File: config.mk
export PLATFORM = sky130hd
export DESIGN_NAME = multdiv_ctrl
export DESIGN_NICKNAME = d
export VERILOG_FILES = /design/src/rtl/multdiv_ctrl.sv
export SDC_FILE = /design/constraint.sdc
export NUM_CORES = 1
export LEC_CHECK = 0
export CORE_ASPECT_RATIO = 1.25
export CORE_MARGIN = 2
export CORE_UTILIZATION = 45
export DETAILED_ROUTE_END_ITERATION = 7
export HOLD_SLACK_MARGIN = 0.1
export PLACE_DENSITY = 0.95
export SYNTH_ARGS = -nofsm -noshare
export SYNTH_HDL_FRONTEND = slang
export SYNTH_SLANG_ARGS = --single-unit
File: constraint.sdc
create_clock -name clk -period 5.6 [get_ports clk]
set_clock_uncertainty 0.2 [all_clocks]
set_input_delay 1.12 -clock clk [delete_from_list [all_inputs] [get_ports clk]]
set_output_delay 1.12 -clock clk [all_outputs]
set_load 0.01 [all_outputs]
File: src/rtl/multdiv_ctrl.sv
// Sequencer between the pipeline and the shared multicycle multiply/divide unit:
// latches a request, starts the unit, stalls until done or timeout, then writes back.
module multdiv_ctrl #(
    parameter int TIMEOUT = 40
) (
    input  logic        clk,
    input  logic        reset,
    input  logic        ctrl_mult,
    input  logic        ctrl_div,
    input  logic [31:0] operand_a,
    input  logic [31:0] operand_b,
    input  logic [4:0]  dest_reg,
    output logic        unit_start,
    output logic        unit_sel,
    output logic [31:0] unit_a,
    output logic [31:0] unit_b,
    output logic        unit_abort,
    input  logic        unit_done,
    input  logic [31:0] unit_result,
    input  logic        unit_exception,
    output logic        stall,
    output logic        result_valid,
    output logic [31:0] result,
    output logic [4:0]  result_reg,
    output logic        exception
);
    // state     | meaning
    // S_IDLE    | waiting for a ctrl_mult/ctrl_div request
    // S_ISSUE   | one-cycle unit_start, wait counter cleared
    // S_WAIT    | unit busy; counting toward the timeout
    // S_WB      | one-cycle result_valid strobe
    typedef enum logic [1:0] {S_IDLE, S_ISSUE, S_WAIT, S_WB} state_t;

    localparam int CW = $clog2(TIMEOUT) + 1;
    localparam logic [CW-1:0] LAST = CW'(TIMEOUT - 1);

    state_t        state, next_state;
    logic [CW-1:0] cnt;
    logic [4:0]    dest_q;
    logic          req, div_zero, timeout_hit;

    assign req      = ctrl_mult | ctrl_div;
    assign div_zero = !ctrl_mult && (operand_b == 32'd0);

    always_comb begin
        next_state   = state;
        unit_start   = 1'b0;
        result_valid = 1'b0;
        stall        = 1'b0;
        timeout_hit  = 1'b0;
        case (state)
            S_IDLE: begin
                if (req) begin
                    stall      = 1'b1;
                    next_state = div_zero ? S_WB : S_ISSUE;
                end
            end
            S_ISSUE: begin
                unit_start = 1'b1;
                stall      = 1'b1;
                next_state = S_WAIT;
            end
            S_WAIT: begin
                stall = 1'b1;
                if (unit_done) begin
                    next_state = S_WB;
                end else if (cnt == LAST) begin
                    timeout_hit = 1'b1;
                    next_state  = S_WB;
                end
            end
            S_WB: begin
                result_valid = 1'b1;
                next_state   = S_IDLE;
            end
            default: next_state = S_IDLE;
        endcase
        // While reset is held the pipeline and unit see a quiescent controller.
        if (!reset) begin
            unit_start   = 1'b0;
            result_valid = 1'b0;
            stall        = 1'b0;
        end
    end

    assign unit_abort = !reset || timeout_hit;

    always_ff @(posedge clk) begin
        if (!reset) begin
            state      <= S_IDLE;
            cnt        <= '0;
            unit_sel   <= 1'b0;
            unit_a     <= 32'd0;
            unit_b     <= 32'd0;
            dest_q     <= 5'd0;
            result     <= 32'd0;
            result_reg <= 5'd0;
            exception  <= 1'b0;
        end else begin
            state <= next_state;
            case (state)
                S_IDLE: begin
                    if (req) begin
                        unit_sel <= !ctrl_mult;
                        unit_a   <= operand_a;
                        unit_b   <= operand_b;
                        dest_q   <= dest_reg;
                        if (div_zero) begin
                            result     <= 32'd0;
                            exception  <= 1'b1;
                            result_reg <= dest_reg;
                        end
                    end
                end
                S_ISSUE: cnt <= '0;
                S_WAIT: begin
                    cnt <= cnt + CW'(1);
                    if (unit_done) begin
                        result     <= unit_result;
                        exception  <= unit_exception;
                        result_reg <= dest_q;
                    end else if (cnt == LAST) begin
                        result     <= 32'd0;
                        exception  <= 1'b1;
                        result_reg <= dest_q;
                    end
                end
                default: ;
            endcase
        end
    end
endmodule

# Word level (Yosys, flattened, before mapping)
# Cells that the tools add are included.
[word_totals] memories=0 ram_bits=0 reg_bits=117 rom_bits=0 wordCells=61 latchBits=0
[op_classes] order_cmp=0 multipliers=0 bitwise_logic=1 muxes=31 eq_ne=7 div_mod_pow=0 add_sub_neg=1 n_shift=0 reduce_logical=12
[ops] cell="$mux W32" n=4
[ops] cell="$pmux W32 S2" n=1
[ops] cell="$logic_not A32 Y1" n=1
[ops] cell="$mux W5" n=4
[ops] cell="$pmux W7 S2" n=1
[ops] cell="$mux W1" n=13
[ops] cell="$pmux W5 S2" n=1
[ops] cell="$mux W2" n=4
[ops] cell="$pmux W2 S4" n=1
[ops] cell="$add A7 B1 Y7 const B" n=1
[ops] cell="$eq A7 B6 Y1 const B" n=1
[ops] cell="$eq A2 B2 Y1 const B" n=2
[ops] cell="$ne A2 B2 Y1 const B" n=2
[ops] cell="$pmux W1 S2" n=2
[ops] cell="$reduce_and A2 Y1" n=2
[ops] cell="$reduce_and A4 Y1" n=1
[ops] cell="$reduce_bool A2 Y1" n=2
[ops] cell="$ne A3 B3 Y1 const B" n=1
[ops] cell="$eq A2 B1 Y1 const B" n=1
[ops] cell="$logic_not A1 Y1" n=2
[ops] cell="$logic_not A2 Y1" n=1
[ops] cell="$reduce_or A2 Y1" n=1
[ops] cell="$logic_and A1 B1 Y1" n=1
[ops] cell="$logic_or A1 B1 Y1" n=1
[ops] cell="$or A1 B1 Y1" n=1

# Longest topological paths before layout
# Gate-level depths: netlist of run 1.
[depth] depth_word=5 ltp_mapped=9 ltp_nobuf=7

# Least setup slack after synthesis of run 1
# Ideal clock, no wire load.
[synth_path] path_kind="input to output" startpoint="input reset" endpoint="output unit_start" arrival_time_ns=2.062 slack_ns=2.218 path_stages=4 path_cell_list="clkbuf_1 -> clkbuf_1 -> clkbuf_1 -> and2_1"
[synth_between] elab_chain_len=1
[synth_lines] element="start, declared" line_no="7" source="input logic reset,"
[synth_lines] element="$mux W1" line_no="79" source="if (!reset) begin"
[synth_lines] element="end, declared" line_no="13" source="output logic unit_start,"
# Every way passes these cells.

# Worst setup path in the final report of run 1
[layout_path] startpoint="input ctrl_mult" endpoint="output stall"
[layout_between] elab_chain_len=4
[layout_lines] element="start, declared" line_no="8" source="input logic ctrl_mult,"
[layout_lines] element="$or A1 B1 Y1" line_no="42" source="assign req = ctrl_mult | ctrl_div;"
[layout_lines] element="$mux W1" line_no="53" source="if (req) begin"
[layout_lines] element="$pmux W1 S2" line_no="51" source="case (state)"
[layout_lines] element="$mux W1" line_no="79"
[layout_lines] element="end, declared" line_no="21" source="output logic stall,"
# Every way passes these cells.

==> results of run 1 <==
==> synthesized netlist by cell type, drive strengths merged, types with 3 or more instances <==
library cell	count	share of area
nor2	9	0.0076
o311a	5	0.011
o21ai	11	0.012
nor4	8	0.011
nand2	208	0.16
a21boi	69	0.11
buf	6	0.0098
xor2	3	0.0055
ha	7	0.018
clkbuf	34	0.027
mux2i	39	0.082
dfxtp	117	0.49
inv	3	0.0024
nand4	3	0.0040
a21oi	6	0.0063
==> report_power, final <==
group | switching, mW | total, mW | internal (mW)
combinational | 0.370 | 0.713 | 0.343
sequential | 0.0603 | 0.999 | 0.939
clock | 0.352 | 1.05 | 0.702
total | 0.782 | 2.77 | 1.98
==> path summary, 6_finish.rpt <==
path	from	to	slack, ps	cells past startpoint
setup / recovery	ctrl_mult	stall	1730	4
hold / removal	result[7]	result[7]	260	2
setup reg to reg	state[0]	result[29]	2410	7
hold reg to reg	result[7]	result[7]	260	2
==> cell type report <==
class,instances,share of cell area
inverter,3,0.00150
multi-input combinational,391,0.299
timing repair buffer,217,0.288
clock buffer,29,0.0734
sequential,117,0.312
tap,129,0.0215
clock inverter,2,0.00467
==> per-stage QoR <==
step | worst slack [ps] | power (mW) | hold WS, ps | cells
after floorplan | 2220 | 1.37 | 243 | 551
after global placement | 1590 | 1.69 | 244 | 857
after detailed placement | 1490 | 1.72 | 253 | 857
after CTS | 1730 | 2.79 | 260 | 888
after global routing | 1680 | 2.89 | 279 | 888
final | 1730 | 2.77 | 260 | 888
==> cell families after synthesis <==
kind of cell / count (synthesis)
compound gates: 97
xor+xnor: 4
fa+ha+maj: 7
buf+inv: 43
flops: 117
mux: 39
simple gates: 244
==> worst reg2reg max path: cells and delay by family (launching register included) <==
kind | cells | cell delay [ps]
AO/OA/AOI/OAI | 1 | 380
adder cells (fa/ha/maj) | 1 | 530
buffers and inverters | 1 | 120
flip-flops | 1 | 350
multiplexers | 1 | 310
AND/OR/NAND/NOR | 3 | 1220
==> layer usage <==
metal | vias to the layer above | share of wire
li1 | 2221 | -
met1 | 2164 | 0.36
met2 | 189 | 0.53
met3 | 48 | 0.068
met4 | 0 | 0.045
met5 | - | 0
==> placed cells by master, fill, tap and decap left out, types with 4 or more instances in the layout <==
master and n:
clkdlybuf4s50_1 212, nand2_1 208, dfxtp_1 117, a21boi_0 69, mux2i_1 39, clkbuf_16 17, o21ai_0 9, nor2_1 8
nor4_1 8, clkbuf_8 8, ha_1 7, a21oi_1 6, o311a_1 5, clkbuf_1 4, buf_4 4
==> summary.md, run 1 <==
| Metric | Value |
|---|---|
| Gate Count Post-Synth | `551` |
| Worst setup SP type | `input pin` |
| Slowest cell on crit path | `clkdlybuf4s50_1` |
| FF+latch area | `0.00234 mm^2` |
| TritonRoute pass-1 iters | `4` |
| Register area share after synthesis | `0.493` |
| Library cells used by synthesis | `36` |
| FMAX | `258 MHz` |
| Deepest clock path buffer count | `2` |
| CTS H-tree depth | `4` |
| Net count, final | `861` |
| Area of placed instances | `0.00692 mm^2` |
| # diodes | `0` |
| Residual DRC | `0` |
| Worst-Skew Late Latency | `400 ps` |
| Fin crit share | `0.691` |
| Final Slew Violations | `0` |
| Multi-input logic area | `about 0.0022 mm^2` |
| Die span in y | `roughly 120 um` |
| Hpwl dp | `9930 um` |
| Crit end category | `output pin` |
| Crit path largest cell delay | `610 ps` |
| Share of post-route cells with drive strength above 1 | `0.0487` |
| Busiest grt layer | `met2` |
| Synthesized area | `0.00475 mm^2` |
| Grt met2 use | `0.446` |
| Post-CTS Resized | `0` |
| Vias per cell | `5.20` |
| Die Area | `0.0114 mm^2` |
| Worst path required time | `4280 ps` |
| Row Count | `41` |
| Worst min-delay path category | `reg2reg` |
| Finished layout cell area | `about 0.0075 mm^2` |
| Die X | `95.9 um` |
| DRT antenna net count | `0` |
| Largest net degree at the start of global routing | `78` |
| Core area | `0.0102 mm^2` |
| Initial Util | `0.465` |
| XOR/XNOR Fraction of Synth Area | `0.00738` |
| Post-Synth Adder-Cell Area | `0.0185` |
| Synthesized area per cell | `8.62 um^2` |
| Max-cap viol count | `0` |
| Util after Layout | `0.735` |
| Pwr dens | `369 mW/mm^2` |
| Final Hold Fails | `0` |
| Ys Warns | `0` |
| Data arrival time of the critical path | `2550 ps` |
| I/O pin total | `214` |
| Routed WL | `14,300 um` |
| WL/cell | `between 15 and 20 um` |
| Setup Fix Bufs, Post-CTS | `0` |
| Async SR Flop Fraction | `0` |
| CTS Hold Bufs | `0` |
| Setup CP Type | `in2out` |
| Synth Area in Compound Gates | `0.148` |
| CP top delay family | `buffers and inverters` |
| Max-slew headroom | `0.218` |
| Fin crit period | `3870 ps` |
| Synth Register Bits | `117` |
| Max FO, Critical Path | `4` |
| Met1 Use GR | `0.253` |
| PortBufs | `213` |
| Post-Synth Simple-Gate Area | `0.212` |
| CTS root buf | `clkbuf_16` |
| Routed vias | `about 4,600` |
| Critical path cell sequence | `clkdlybuf4s50_1 -> o21ai_4 -> a21oi_1 -> clkdlybuf4s50_1` |
| Setup TNS | `0 ps` |
| Grt ovf | `0` |
| First-pass GRT wire length | `~22,000 um` |
| P&R area growth vs syn | `58.0%` |
| Vias in the first global route | `4,774` |
| Final setup fails | `0` |
| Portion of netlist area occupied by mux cells | `0.0822` |
| Worst slew pin tran | `1170 ps` |
| Initial antenna violation count | `0` |
| Number of synthesized flops with an enable pin | `0` |
| Num CTS Buffers | `17` |
| Main flop type after synthesis | `dfxtp_1` |
| Leak pwr | `between 2 and 3 nW` |
| Run status | `finished clean` |
| CP bufs+invs | `2` |
| Maximum vdd drop | `0.250 mV` |
| Iter 0 DRT Violations | `173` |
| Total Routing Usage GR | `0.254` |
| CTS tree | `done` |
| Reg clk slew, reported paths | `50 ps` |
| Fillers | `approximately 750` |
| Largest family of logic cells by synthesized area | `simple AND/OR/NAND/NOR gates` |
| Max reg flops | `37` |
| CP dominant cell by count | `clkdlybuf4s50_1` |
| RD Place Congestion | `0.821` |
| CTS sink count | `117` |
| Syn Nets | `665` |
| Met3 Track Usage GR | `0.0778` |
| RSZ-0062 raised after global routing | `no` |
Power figures use the tool's default switching activity.
==> run 2, diff against run 1 <==
--- a/config.mk
+++ b/config.mk
@@ -7,10 +7,10 @@
 export LEC_CHECK = 0
 export CORE_ASPECT_RATIO = 1.25
 export CORE_MARGIN = 2
-export CORE_UTILIZATION = 45
+export CORE_UTILIZATION = 38
 export DETAILED_ROUTE_END_ITERATION = 7
 export HOLD_SLACK_MARGIN = 0.1
-export PLACE_DENSITY = 0.95
+export PLACE_DENSITY = 0.88
 export SYNTH_ARGS = -nofsm -noshare
 export SYNTH_HDL_FRONTEND = slang
 export SYNTH_SLANG_ARGS = --single-unit
==> constraint.sdc (replaced) <==
create_clock -name clk -period 3.4 [get_ports clk]
set_clock_uncertainty 0.2 [all_clocks]
set_input_delay 0.68 -clock clk [delete_from_list [all_inputs] [get_ports clk]]
set_output_delay 0.68 -clock clk [all_outputs]
set_load 0.01 [all_outputs]
==> summary.md, run 2 (synthesis gave the netlist of run 1 again) <==
| Metric | Value |
|---|---|
| Worst min-delay path category | `reg2reg (unchanged)` |
| Routed WL | `13,300 um (was 14,300 um)` |
| Worst-Skew Late Latency | `390 ps (was 400 ps)` |
| Residual DRC | `0 (unchanged)` |
| Flop pwr share | `0.350 (was 0.361)` |
| Sw Ratio | `0.274 (was 0.283)` |
| Worst path required time | `2520 ps (was 4280 ps)` |
| # diodes | `0 (unchanged)` |
| Crit end category | `output pin (unchanged)` |
| Setup CP Type | `reg2out (was in2out)` |
| Met2 wire length | `7120 um (was 7580 um)` |
| Die X | `104 um (was 95.9 um)` |
| Design Power | `4.67 mW (was 2.77 mW)` |
| Pwr dens | `610 mW/mm^2 (was 369 mW/mm^2)` |
| CP top delay family | `buffers and inverters (unchanged)` |
| Hpwl dp | `9490 um (was 9930 um)` |
| Crit path largest cell delay | `590 ps (was 610 ps)` |
| Net count, final | `868 (was 861)` |
| Setup Fix Bufs, Post-CTS | `0 (unchanged)` |
| Fin crit period | `3050 ps` |
| CTS sink count | `117 (unchanged)` |
| Fin crit share | `0.897` |
| CTS Hold Bufs | `0 (unchanged)` |
| CP bufs+invs | `3 (was 2)` |
| Final Hold Fails | `0 (unchanged)` |
| Switch Pwr | `1.28 mW (was 0.782 mW)` |
| RSZ-0062 raised after global routing | `no (unchanged)` |
| Num CTS Buffers | `17 (unchanged)` |
| CTS tree | `done (unchanged)` |
| DRT antenna net count | `0 (unchanged)` |
| P&R area growth vs syn | `61.3% (was 58.0%)` |
| TritonRoute pass-1 iters | `4 (unchanged)` |
| Vias per cell | `4.81 (was 5.20)` |
| Row Count | `45 (was 41)` |
| Largest net degree at the start of global routing | `70 (was 78)` |
| Share of post-route cells with drive strength above 1 | `0.0600 (was 0.0487)` |
| Grt ovf | `0 (unchanged)` |
| Setup TNS | `0 ps (unchanged)` |
| Iter 0 DRT Violations | `220 (was 173)` |
| Post-CTS Resized | `0 (unchanged)` |
| CTS H-tree depth | `4 (unchanged)` |
| CP dominant cell by count | `inv_1 (was clkdlybuf4s50_1)` |
| First-pass GRT wire length | `21,900 um (was 22,400 um)` |
| Routed vias | `4,474 (was 4,622)` |
| Final Slew Violations | `0 (unchanged)` |
| Max reg flops | `37 (unchanged)` |
| I/O pin total | `214 (unchanged)` |
| Total Routing Usage GR | `0.202 (was 0.254)` |
| Int Power | `3.39 mW (was 1.98 mW)` |
| Data arrival time of the critical path | `2170 ps (was 2550 ps)` |
| Die span in y | `129 um (was 119 um)` |
| Max-cap viol count | `0 (unchanged)` |
| Max-slew headroom | `0.517 (was 0.218)` |
| Initial antenna violation count | `0 (unchanged)` |
| Run status | `finished clean (unchanged)` |
| WL/cell | `14.3 um (was 16.1 um)` |
| Clock power share | `0.397 (was 0.381)` |
| Vias in the first global route | `4,588 (was 4,774)` |
| Maximum vdd drop | `0.343 mV (was 0.250 mV)` |
| Critical path cell sequence | `inv_1 -> ha_1 -> inv_1 -> a21oi_1 -> clkdlybuf4s50_1 (was clkdlybuf4s50_1 -> o21ai_4 -> a21oi_1 -> clkdlybuf4s50_1)` |
| Slowest cell on crit path | `clkdlybuf4s50_1 (unchanged)` |
| Die Area | `0.0134 mm^2 (was 0.0114 mm^2)` |
| Gate power share | `0.254 (was 0.258)` |
| Max FO, Critical Path | `7 (was 4)` |
| PortBufs | `213 (unchanged)` |
| FMAX | `328 MHz` |
| Core area | `0.0122 mm^2 (was 0.0102 mm^2)` |
| Worst setup SP type | `register (was input pin)` |
| Deepest clock path buffer count | `2 (unchanged)` |
| Reg clk slew, reported paths | `50 ps (about the same)` |
| M1 WL | `5270 um (was 5130 um)` |
| CTS root buf | `clkbuf_16 (unchanged)` |
| Top Layer Used | `met4 (unchanged)` |
| Final Worst Setup Slack | `350 ps (was 1730 ps)` |
| Commonest non-fill, non-tap cell in the layout | `clkdlybuf4s50_1 (unchanged)` |
| Leak pwr | `3.04 nW (was 2.98 nW)` |
| Final setup fails | `0 (unchanged)` |
| RD Place Congestion | `0.843 (was 0.821)` |
| Commonest cells after routing, fill and taps aside | `clkdlybuf4s50_1, nand2_1, dfxtp_1 (unchanged)` |
| Pre-CTS WS | `270 ps (was 1490 ps)` |
| Worst slew pin tran | `725 ps (was 1170 ps)` |
| Initial Util | `0.390 (was 0.465)` |
| DR WL met3 | `552 um (was 981 um)` |
[run 2: path summary, 6_finish.rpt]
path | startpoint | to | slack (ps) | cells past startpoint
min | result[1] | result[1] | 260 | 2
min reg2reg | result[1] | result[1] | 260 | 2
max reg2reg | state[0] | result[24] | 1080 | 8
max | state[0] | stall | 350 | 5
[run 2: power groups by stage]
stage / sequential, mW / combinational [mW] / clock (mW)
final: 1.63 / 1.18 / 1.85
after CTS: 1.64 / 1.20 / 1.89
after global routing: 1.66 / 1.30 / 1.96
after detailed placement: 1.66 / 1.19 / 0
after floorplan: 1.73 / 0.527 / 0
after global placement: 1.65 / 1.17 / 0
[run 2: metal layers]
| layer | vias up | track usage |
|---|---|---|
| met1 | 2080 | 0.219 |
| met5 | - | 0 |
| met3 | 28 | 0.0542 |
| met4 | 0 | 0.0866 |
| met2 | 131 | 0.371 |
| li1 | 2235 | - |
[run 2: through the flow]
stage	area [um^2]	std cells	hold slack [ps]	util
detailed placement	7040	899	252	0.579
CTS	7660	931	260	0.630
floorplan	4750	551	243	-
global placement	7040	899	243	0.579
global route	7660	931	273	0.630
finish	7660	931	259	0.630
[run 2: layout make-up]
| class | count | area, um^2 |
|---|---|---|
| well taps | 164 | 205 |
| repair buffers | 224 | 2240 |
| flip-flops and latches | 117 | 2340 |
| clock inverters | 10 | 153 |
| fillers | 1060 | 4510 |
| inverters | 3 | 11.3 |
| multi-input cells | 391 | 2240 |
| clock buffers | 22 | 464 |
[run 2: worst reg2reg max path, stage by stage, from the launching register on]
cell	delay (ps)
dfxtp_1	350
inv_1	130
ha_1	390
nor2_1	90
nor4_1	220
nor4b_4	380
nor2_4	70
buf_12	200
mux2i_1	160
